==> src/rtl/clint_mtimer.sv <==
// clint_mtimer: memory-mapped RISC-V machine timer (mtime / mtimecmp).
//
// Sits on the LSU's MMIO request/response port. It accepts one request at a time
// and answers with a single-cycle latency. It drives a registered, level-sensitive
// timer interrupt whenever mtime >= mtimecmp, using an unsigned comparison.
//
// Ports
//   clk, rst_n        clock, synchronous active-low reset
//   req_valid_i       request valid
//   req_ready_o       request accepted when valid & ready (only for in-range addresses)
//   req_wen_i         1 = write, 0 = read
//   req_addr_i        byte address
//   req_wdata_i       write data
//   req_wmask_i       byte strobes, bit i -> wdata[8i+7:8i]
//   addr_hit_o        combinational: address inside [BASE_ADDR, BASE_ADDR + 0xC000)
//   rsp_valid_o       response valid, held until rsp_ready_i
//   rsp_ready_i       response consumed when valid & ready
//   rsp_rdata_o       read data (0 for writes and errors)
//   rsp_err_o         unmapped or misaligned offset
//   timer_int_o       machine timer interrupt, level, registered
module clint_mtimer #(
  parameter logic [63:0] BASE_ADDR    = 64'h0200_0000,
  parameter logic [15:0] MTIMECMP_OFF = 16'h4000,
  parameter logic [15:0] MTIME_OFF    = 16'hBFF8,
  parameter int unsigned PRESCALE     = 1
) (
  input  logic        clk,
  input  logic        rst_n,
  input  logic        req_valid_i,
  output logic        req_ready_o,
  input  logic        req_wen_i,
  input  logic [63:0] req_addr_i,
  input  logic [63:0] req_wdata_i,
  input  logic [7:0]  req_wmask_i,
  output logic        addr_hit_o,
  output logic        rsp_valid_o,
  input  logic        rsp_ready_i,
  output logic [63:0] rsp_rdata_o,
  output logic        rsp_err_o,
  output logic        timer_int_o
);

  localparam int unsigned PrescW = (PRESCALE > 1) ? $clog2(PRESCALE) : 1;
  localparam logic [PrescW-1:0] PrescMax = PrescW'(PRESCALE - 1);

  typedef enum logic [0:0] {StIdle, StResp} state_e;

  state_e            r_state;
  logic              r_rsp_valid;
  logic [63:0]       r_rsp_rdata;
  logic              r_rsp_err;
  logic [63:0]       r_mtime;
  logic [63:0]       r_mtimecmp;
  logic [PrescW-1:0] r_presc;
  logic              r_timer_int;

  logic [63:0] w_offset;
  logic        w_hit;
  logic        w_misaligned;
  logic        w_sel_cmp;
  logic        w_sel_time;
  logic        w_err;
  logic        w_accept;
  logic        w_tick;
  logic        w_wr_cmp;
  logic        w_wr_time;
  logic [63:0] w_bitmask;
  logic [63:0] w_cmp_merged;
  logic [63:0] w_time_merged;
  logic [63:0] w_rdata;

  // ---------------------------------------------------------------------------
  // Address decode
  // ---------------------------------------------------------------------------
  assign w_offset     = req_addr_i - BASE_ADDR;
  assign w_hit        = (req_addr_i >= BASE_ADDR) && (req_addr_i < BASE_ADDR + 64'hC000);
  assign w_misaligned = |req_addr_i[2:0];
  assign w_sel_cmp    = !w_misaligned && (w_offset == {48'd0, MTIMECMP_OFF});
  assign w_sel_time   = !w_misaligned && (w_offset == {48'd0, MTIME_OFF});
  assign w_err        = !(w_sel_cmp || w_sel_time);

  assign addr_hit_o  = w_hit;
  assign req_ready_o = (r_state == StIdle) && w_hit;
  assign w_accept    = req_valid_i && req_ready_o;

  // ---------------------------------------------------------------------------
  // Write merge and read mux
  // ---------------------------------------------------------------------------
  always_comb begin
    w_bitmask = '0;
    for (int i = 0; i < 8; i++) begin
      w_bitmask[8*i +: 8] = {8{req_wmask_i[i]}};
    end
  end

  assign w_cmp_merged  = (r_mtimecmp & ~w_bitmask) | (req_wdata_i & w_bitmask);
  assign w_time_merged = (r_mtime & ~w_bitmask) | (req_wdata_i & w_bitmask);

  // An all-zero mask is a successful no-op. It must not suppress the tick.
  assign w_wr_cmp  = w_accept && req_wen_i && w_sel_cmp && (|req_wmask_i);
  assign w_wr_time = w_accept && req_wen_i && w_sel_time && (|req_wmask_i);

  // Reads return the value held before this edge's update.
  always_comb begin
    w_rdata = '0;
    if (!req_wen_i) begin
      if (w_sel_cmp) begin
        w_rdata = r_mtimecmp;
      end else if (w_sel_time) begin
        w_rdata = r_mtime;
      end
    end
  end

  // ---------------------------------------------------------------------------
  // Bus FSM with registered response
  // ---------------------------------------------------------------------------
  always_ff @(posedge clk) begin
    if (!rst_n) begin
      r_state     <= StIdle;
      r_rsp_valid <= 1'b0;
      r_rsp_rdata <= '0;
      r_rsp_err   <= 1'b0;
    end else begin
      case (r_state)
        StIdle: begin
          if (w_accept) begin
            r_state     <= StResp;
            r_rsp_valid <= 1'b1;
            r_rsp_rdata <= w_rdata;
            r_rsp_err   <= w_err;
          end
        end
        StResp: begin
          if (rsp_ready_i) begin
            r_state     <= StIdle;
            r_rsp_valid <= 1'b0;
          end
        end
        default: begin
          r_state     <= StIdle;
          r_rsp_valid <= 1'b0;
        end
      endcase
    end
  end

  // ---------------------------------------------------------------------------
  // Timer registers
  // ---------------------------------------------------------------------------
  assign w_tick = (r_presc == PrescMax);

  always_ff @(posedge clk) begin
    if (!rst_n) begin
      r_presc     <= '0;
      r_mtime     <= '0;
      r_mtimecmp  <= '1;
      r_timer_int <= 1'b0;
    end else begin
      // The prescaler runs independently of software writes to mtime.
      r_presc     <= w_tick ? '0 : r_presc + PrescW'(1);
      r_timer_int <= (r_mtime >= r_mtimecmp);
      // A software write to mtime wins over a coincident tick.
      if (w_wr_time) begin
        r_mtime <= w_time_merged;
      end else if (w_tick) begin
        r_mtime <= r_mtime + 64'd1;
      end
      if (w_wr_cmp) begin
        r_mtimecmp <= w_cmp_merged;
      end
    end
  end

  assign rsp_valid_o = r_rsp_valid;
  assign rsp_rdata_o = r_rsp_rdata;
  assign rsp_err_o   = r_rsp_err;
  assign timer_int_o = r_timer_int;

endmodule

==> config.mk <==
export PLATFORM = sky130hd
export DESIGN_NAME = clint_mtimer
export DESIGN_NICKNAME = d
export VERILOG_FILES = /design/src/rtl/clint_mtimer.sv
export SDC_FILE = /design/constraint.sdc
export NUM_CORES = 1
export LEC_CHECK = 0
export BUFFER_PORTS_ARGS = -buffer_cell sky130_fd_sc_hd__buf_2
export CORE_MARGIN = 4
export CORE_UTILIZATION = 35
export CTS_BUF_LIST = sky130_fd_sc_hd__clkbuf_8
export DETAILED_ROUTE_END_ITERATION = 7
export HOLD_SLACK_MARGIN = 0.08
export SLEW_MARGIN = 20
export SYNTH_ARGS = -nofsm -noshare
export SYNTH_HDL_FRONTEND = slang
export SYNTH_SLANG_ARGS = --single-unit
==> constraint.sdc <==
create_clock -name clk -period 8.7 [get_ports clk]
set_input_delay 0.87 -clock clk [delete_from_list [all_inputs] [get_ports clk]]
set_output_delay 0.87 -clock clk [all_outputs]
set_load 0.05 [all_outputs]
# After elaboration in Yosys (flattened, before gate mapping)
# Cells that the tools add are included.
classes:
  n_addsub: 3
  order_cmp: 3
  eq_ne: 5
  n_mux: 11
  bitwise_logic: 7
  reduce_logical: 18
ops:
  columns: ["cell", "count"]
  rows:
  - ["64-bit 2-to-1 mux", 5]
  - ["64-bit AND", 3]
  - ["64-bit OR", 2]
  - ["64-bit by 1-bit adder with 64-bit output (second input constant)", 1]
  - ["64-bit by 15-bit == test with 1-bit output (second input constant)", 1]
  - ["64-bit by 16-bit == test with 1-bit output (second input constant)", 1]
  - ["64-bit by 26-bit >= comparator with 1-bit output (second input constant)", 1]
  - ["64-bit >= comparator", 1]
  - ["64-bit by 26-bit < comparator with 1-bit output (second input constant)", 1]
  - ["64-bit NOT", 1]
  - ["64-bit by 26-bit subtractor with 64-bit output (second input constant)", 1]
  - ["1-bit logical AND", 10]
  - ["8-bit OR reduction", 1]
  - ["2-bit AND reduction", 3]
  - ["1-bit 2-to-1 mux", 4]
  - ["2-bit inequality test (second input constant)", 2]
  - ["1-bit one-hot mux with 2 select lines", 2]
  - ["3-bit OR reduction", 1]
  - ["1-bit zero test", 2]
  - ["2-bit by 1-bit inequality test with 1-bit output (second input constant)", 1]
  - ["1-bit adder (second input constant)", 1]
  - ["1-bit logical OR", 1]
  - ["1-bit NOT", 1]
totals:
  ff_bits: 197
  inputBits: 141
  output_inout_bits: 69
  wordCells: 55

# Longest topological paths before layout
# Gate-level depths: netlist of the first run.
depth:
  ltp_word: 8
  depth_mapped: 14
  depth_no_buf: 11

# Worst setup path before layout of the first run
# OpenSTA, ideal clock, no wires.
synth_path:
  kind: "input port to output port"
  startpoint: "in req_addr_i[34]"
  endpoint: "out req_ready_o"
  arrival_time_ns: 4.407
  required_time_ns: 7.830
  slack_ns: 3.423
  stages: 5
  n_path_buf: 0
  path_cell_list: "or4_4 nor4_1 nand2_1 nor4_1 nor2b_1"
synth_via:
  elab_chain_len: 3
  word_cells_on_any_way: 4
  classes_between: "2 x order compare; 2 x reduce/logical"
synth_rtl:
  columns: ["element", "line_no", "rtl"]
  rows:
  - ["start: declaration", "32", "input logic [63:0] req_addr_i,"]
  - ["64-bit by 26-bit >= comparator with 1-bit output or 64-bit by 26-bit < comparator with 1-bit output (tied branches)", "76", "assign w_hit = (req_addr_i >= BASE_ADDR) && (req_addr_i < BASE_ADDR + 64'hC000);"]
  - ["1-bit logical AND *", "76", null]
  - ["via addr_hit_o", "35", "output logic addr_hit_o,"]
  - ["1-bit logical AND *", "83", "assign req_ready_o = (r_state == StIdle) && w_hit;"]
  - ["end: declaration", "30", "output logic req_ready_o,"]
# The timed path passes the listed nets; every way through them passes the cells marked *.

==> results of run 1 <==
## routing by layer
metal / wire (µm) / up-vias / global-route usage [%]
met5: 61 / - / 0
met4: 777 / 10 / 6.34
met3: 2510 / 53 / 4.29
met2: 16600 / 391 / 32.2
met1: 16800 / 5279 / 27.9
li1: - / 5474 / -
## worst reg2reg max path, cell delays in order (launching register included)
cell and delay, ns:
dfxtp_1 0.48, nand3_1 0.25, or4_1 0.59, or4_1 0.64, or4_1 0.63, nor3_1 0.33
nand3_1 0.13, and2_1 0.17, o21ai_1 0.11, a21oi_1 0.07
## area by class of cell
class	instances	area, µm²
fill	3292	18600
multi-input combinational	1042	6670
sequential	197	3940
timing repair buffer	222	1160
tap	402	503
inverter	89	334
clock buffer	18	248
clock inverter	13	138
antenna	4	10.0
## report_power, final
part | leakage (nW) | internal [W] | switching (W) | total (W)
combinational | 4.49 | 0.0000434 | 0.0000689 | 0.000112
sequential | 1.59 | 0.000905 | 0.00000619 | 0.000911
clock | 0.191 | 0.000243 | 0.000360 | 0.000603
## cell families (layout without fill, tap and decap cells)
| logic type | count (synthesis) | after routing |
|---|---|---|
| other | 1 | 5 |
| multiplexers | 66 | 66 |
| flip-flops | 197 | 197 |
| buffers and inverters | 163 | 342 |
| XOR/XNOR | 14 | 14 |
| AND/OR/NAND/NOR | 535 | 535 |
| AO/OA/AOI/OAI | 360 | 360 |
| adder cells (fa/ha/maj) | 66 | 66 |
## metrics by stage
step,power (W),instances,hold WS [ns],area (µm²)
after floorplan,0.000976,1402,0.468,11200
after global placement,0.00104,1952,0.431,12600
after detailed placement,0.00104,1952,0.440,12600
after CTS,0.00164,1983,0.458,13000
after global routing,0.00169,1987,0.476,13000
final,0.00163,1987,0.454,13000
## cells in the final DEF, fill, tap and decap left out, types with 4 or more instances in the layout
cell type and n:
a21oi_1 68, or4_1 14, buf_2 209, nor2b_1 9
nor2_1 69, nand2_1 176, and2_1 13, nand4_1 34
a31oi_1 27, dfxtp_1 197, o211a_1 8, a22oi_1 66
mux2i_1 66, nor3_1 55, nand3b_1 5, clkbuf_8 18
buf_4 12, diode_2 4, and4_1 14, inv_6 5
ha_1 66, o21ai_0 106, o21ai_1 8, nor4_1 34
inv_1 89, a211oi_1 11, xnor2_1 11, nand3_1 53
nand2b_1 5, nand4b_1 5, nor3b_1 6, and3_1 12
nor4b_1 9, a211o_1 4, a2bb2oi_1 5, a21o_1 21
o211ai_1 4, o21bai_1 4
## final timing paths
check	startpoint	to	slack, ns
hold / removal	rsp_rdata_o[5]	rsp_rdata_o[5]	0.45
setup reg to reg	flop	flop	5.17
hold reg to reg	rsp_rdata_o[5]	rsp_rdata_o[5]	0.45
setup / recovery	req_addr_i[34]	flop	4.21
==> flow_summary.yaml, run 1 <==
run_status:
  status: "finished clean"
critical_path:
  criticalPathCategory: "in -> reg"
  path_common_cell: "or4_1"
  slowest_stage: "or4_1"
  max_stage_delay_ns: 0.64
  crit_path_cell_trace: "buf_2 > or4_4 > or4_1 > o21ai_0 > nand4_1 > or4_1 > nor3_2 > buf_12 > nand3_1 > mux2i_1 > nand2_1"
  cp-end-kind: "flop"
  start_kind: "primary input"
  cp_max_fo: 72
  reg2reg_depth: 9
  crit_buf_inv: 2
  path_delay_family: "simple AND/OR/NAND/NOR gates"
  critical_path_depth: 11
  cp.required_ns: 9.06
  arrival_ns: 4.85
yosys:
  synthTopCellsByArea: "dfxtp_1 35%, ha_1 7.4%, mux2i_1 5.9%"
  synth_fp_nets: 1609
  synthAdderAreaFrac_pct: 7.36
  synthTopCellsByCount: "197 x dfxtp_1, 176 x nand2_1, 106 x o21ai_0"
  synth_top_cell_area_share_pct: 35.2
  syn_area_per_cell_um2: 8.00
  yosysSeqAreaShare_pct: 35.2
  synth_enable_flop_cells: 0
  syn_inst: 1402
  async_flop_share_pct: 0
  syn_area_um2: 11200
  yosys_warnings: 0
  synth_cell_types: 65
  synth_top_family_by_area: "simple AND/OR/NAND/NOR gates"
  ys_ff_latch: 197
  synthXorXnorAreaFrac_pct: 1.09
  synth_ff_type: "dfxtp_1"
  synthSimpleGateAreaFrac_pct: 24.4
  synthMostInstantiatedCell: "dfxtp_1"
  synth_compound_area_share_pct: 20.4
  synthMuxAreaShare_pct: 5.89
  synth.largest_area_cell: "dfxtp_1"
sta:
  period_needed_ns: 4.49
  hold_viol: 0
  finalWorstSetupSlack_ns: 4.21
  slew_headroom_pct: 37.0
  setup-violations-final: 0
  maxSlewViolCount: 0
  tightest_slew_ns: 0.938
  fin_tns_setup_ns: 0
  max_clock_freq_mhz: 223
  skew_ns: 0.0267
  period_share_pct: 51.6
  grt_setup_unrepaired: "false"
detailed_routing:
  wl_per_cell_um: 18.5
  drtPass1Iterations: 5
  vias: 11200
  antenna_left: 0
  routed_wl_mm: 36.8
  drtIter0Drc: 869
  drc: 0
  via_per_inst: 5.64
floorplan:
  die_area_um2: 35000
  core-area_um2: 31600
  initial_utilization_pct: 35.6
  fp.dieW_um: 187
  ioPinCount: 210
  num_rows: 65
  die_height_um: 187
global_routing:
  grt_max_degree: 73
  globalRoute.totalOverflow: 0
  grtUsageTotal_pct: 20.3
  grt_pass1_vias: 10500
  grt_pass1_wl_mm: 58.1
  antenna_found_initial: 9
final_layout:
  nets: 1776
  syn2layout_area_growth_pct: 15.9
  postLayoutCoreUtil_pct: 41.2
  drive_above_1_share_pct: 17.1
clocking:
  h-tree-depth: 4
  cts_made_buffers: 17
  clk_latency_ns: 0.49
  cts_buffer_depth: 2
  cts.sink_count: 197
  cts_root_buffer: "clkbuf_8"
  post_cts_resized: 0
  cts_tree: "built"
  clkTransAtPathRegs_ns: 0.10
  cts_hold_buf: 0
  post-cts-setup-buffers: 0
hold_path:
  worstHoldPathType: "reg -> reg"
  whs_path_depth: 2
power_and_ir_drop:
  max-vdd-ir-drop_uv: 97.3
  powerDensity_nw_per_um2: 125
  power.leakage_nw: 6.28
place:
  place_hpwl_mm: 27.3
  gp_congestion: 0.882
  preCtsSetupSlack_ns: 3.74
  io_buffers: 209
flow_run:
  drv_cap: 0
No activity file was read; power rests on OpenSTA's default activity.
==> run 2, diff against run 1 <==
--- a/config.mk
+++ b/config.mk
@@ -5,6 +5,7 @@
 export SDC_FILE = /design/constraint.sdc
 export NUM_CORES = 1
 export LEC_CHECK = 0
+export ABC_AREA = 1
 export BUFFER_PORTS_ARGS = -buffer_cell sky130_fd_sc_hd__buf_2
 export CORE_MARGIN = 4
 export CORE_UTILIZATION = 35
==> constraint.sdc (replaced) <==
create_clock -name clk -period 4.13 [get_ports clk]
set_input_delay 0.413 -clock clk [delete_from_list [all_inputs] [get_ports clk]]
set_output_delay 0.413 -clock clk [all_outputs]
set_load 0.05 [all_outputs]
==> run 2 against run 1 <==
Register-to-register slack got worse by 4.3 ns. Via count rose by 41%. Sequential power rose by 120%. Global-route usage rose by 2.0 points. Routed wire length rose by 37%.
==> flow_summary.yaml, run 2 <==
final_layout:
  nFillCells: 4470
  nets: 2738
  layout_commonest_cell: "nand2_1"
  layout_common_cells: "734 x nand2_1, 317 x nand3_1, 280 x nor2_1, 235 x inv_1, 208 x buf_2"
  stdcell_count: 3069
  syn2layout_area_growth_pct: 13.8
  drive_above_1_share_pct: 11.9
clocking:
  cts_buffer_depth: 2
  cts_made_buffers: 17
  cts_tree: "built"
  cts_root_buffer: "clkbuf_8"
  post-cts-setup-buffers: 0
  cts_hold_buf: 0
  h-tree-depth: 4
  cts.sink_count: 197
  clkTransAtPathRegs_ns: 0.11
  clk_latency_ns: 0.51
  post_cts_resized: 0
yosys:
  synth_ff_type: "dfxtp_1"
  synthTopCellsByCount: "735 x nand2_1, 317 x nand3_1, 281 x nor2_1"
  synth_fp_nets: 2583
  syn_inst: 2376
  ys_ff_latch: 197
  synthMostInstantiatedCell: "nand2_1"
  async_flop_share_pct: 0
  synth.largest_area_cell: "dfxtp_1"
  synthTopCellsByArea: "dfxtp_1 28%, nand2_1 20%, nand3_1 11%"
  yosysSeqAreaShare_pct: 27.9
  synth_enable_flop_cells: 0
  syn_area_per_cell_um2: 5.94
  syn_area_um2: 14100
  synth_top_cell_area_share_pct: 27.9
  yosys_warnings: 0
  synth_cell_types: 41
detailed_routing:
  dr.max_layer_used: "met4"
  via_per_inst: 5.13
  drtIter0Drc: 1109
  met3_length_mm: 2.70
  antenna_left: 0
  drc: 0
  drtPass1Iterations: 5
  routed_wl_mm: 50.4
  wl_per_cell_um: 16.4
  met1_length_mm: 23.7
  vias: 15800
  wl_met2_mm: 22.8
critical_path:
  reg2reg_depth: 16
  criticalPathCategory: "reg -> reg"
  critical_path_depth: 16
  crit_buf_inv: 0
  r2r_slack_ns: 0.87
  cp_max_fo: 5
  cp.required_ns: 4.55
  path_delay_family: "simple AND/OR/NAND/NOR gates"
  max_stage_delay_ns: 0.48
  crit_path_cell_trace: "ha_1 > nand2_1 > nor2_1 > nand4_1 > nor2_1 > nand2_1 > nor2_1 > nand4_1 > nor2_1 > nand2_1 > xor2_1 > nand2_1 > nand2_1 > nand2_1 > nand2_1 > nor2_1"
  slowest_stage: "dfxtp_1"
  arrival_ns: 3.68
  start_kind: "flop"
  cp-end-kind: "flop"
  path_common_cell: "nand2_1"
floorplan:
  die_area_um2: 43600
  core-area_um2: 39800
  die_height_um: 209
  fp.dieW_um: 209
  initial_utilization_pct: 35.5
  ioPinCount: 210
  num_rows: 73
sta:
  grt_setup_unrepaired: "false"
  skew_ns: 0.0173
  slew_headroom_pct: 45.0
  maxSlewViolCount: 0
  hold_viol: 0
  tightest_slew_ns: 0.825
  period_needed_ns: 3.26
  max_clock_freq_mhz: 307
  setup-violations-final: 0
  period_share_pct: 79.0
  fin_tns_setup_ns: 0
global_routing:
  antenna_found_initial: 1
  globalRoute.totalOverflow: 0
  grt_pass1_vias: 14700
  grtUsageTotal_pct: 22.4
  grt_max_degree: 67
  grt_pass1_wl_mm: 80.0
power_and_ir_drop:
  switching_share_pct: 31.4
  power.leakage_nw: 8.04
  powerDensity_nw_per_um2: 232
  combPwrFrac_pct: 13.8
  pwr-share-seq_pct: 54.1
  max-vdd-ir-drop_uv: 244
  p_int_w: 0.00256
  switching_power_w: 0.00117
  clockPowerShare_pct: 32.1
place:
  place_hpwl_mm: 38.9
  placed_cells: 3037
  io_buffers: 209
  gp_congestion: 0.964
flow_run:
  drv_cap: 0
hold_path:
  hp-start: "req_wdata_i[32]"
  worstHoldPathType: "in -> reg"
run_status:
  status: "finished clean"
-- run 2: final cells by class --
type	count	area (µm²)	share of cell area [%]
timing repair buffer	240	1340	8.36
multi-input combinational	1833	8870	55.2
inverter	242	908	5.65
tap	525	657	4.09
sequential	197	3940	24.5
clock inverter	12	83.8	0.522
clock buffer	19	262	1.63
antenna	1	2.50	0.0156
-- run 2: worst register-to-register path: stages, from the launching register on --
cell,delay [ns]
dfxtp_1,0.48
ha_1,0.23
nand2_1,0.08
nor2_1,0.22
nand4_1,0.31
nor2_1,0.23
nand2_1,0.14
nor2_1,0.30
nand4_1,0.24
nor2_1,0.34
nand2_1,0.14
xor2_1,0.15
nand2_1,0.07
nand2_1,0.09
nand2_1,0.05
nand2_1,0.06
nor2_1,0.04
-- run 2: worst min-delay path by stage --
stage	to	cells after the start
3_3_place_gp	flop	2
5_1_grt	flop	3
3_5_place_dp	flop	2
4_1_cts	flop	3
6_report	flop	3
2_1_floorplan	flop	2
-- run 2: per-stage QoR --
step / hold WS, ns / instance area, µm² / worst slack [ns] / total power [W] / utilization [%]
floorplan: 0.429 / 14100 / 0.781 / 0.00235 / -
global placement: 0.437 / 15700 / 0.459 / 0.00256 / 39.5
detailed placement: 0.442 / 15700 / 0.419 / 0.00257 / 39.5
CTS: 0.110 / 16100 / 0.964 / 0.00377 / 40.3
global route: 0.131 / 16100 / 0.531 / 0.00391 / 40.3
finish: 0.149 / 16100 / 0.868 / 0.00373 / 40.3
-- run 2: cell families after synthesis --
| group | count (synthesis) | synth area share (%) |
|---|---|---|
| flops | 197 | 27.9 |
| fa+ha+maj | 66 | 5.85 |
| buf+inv | 346 | 9.41 |
| simple gates | 1474 | 44.5 |
| xor+xnor | 58 | 3.60 |
| compound gates | 234 | 8.66 |
| other cells | 1 | 0.0266 |
-- run 2: routing by layer --
layer / global-route usage, % / vias to the layer above
met1: 31.3 / 7239
met3: 3.39 / 65
met2: 36.0 / 473
met4: 6.23 / 0
li1: - / 7976
met5: 0 / -
-- run 2: power groups by stage --
stage | Combinational [W] | Sequential [W] | Clock (W)
finish | 0.000515 | 0.00202 | 0.00120
global placement | 0.000500 | 0.00206 | 0
CTS | 0.000510 | 0.00202 | 0.00124
floorplan | 0.000317 | 0.00203 | 0
detailed placement | 0.000506 | 0.00206 | 0
global route | 0.000586 | 0.00203 | 0.00130
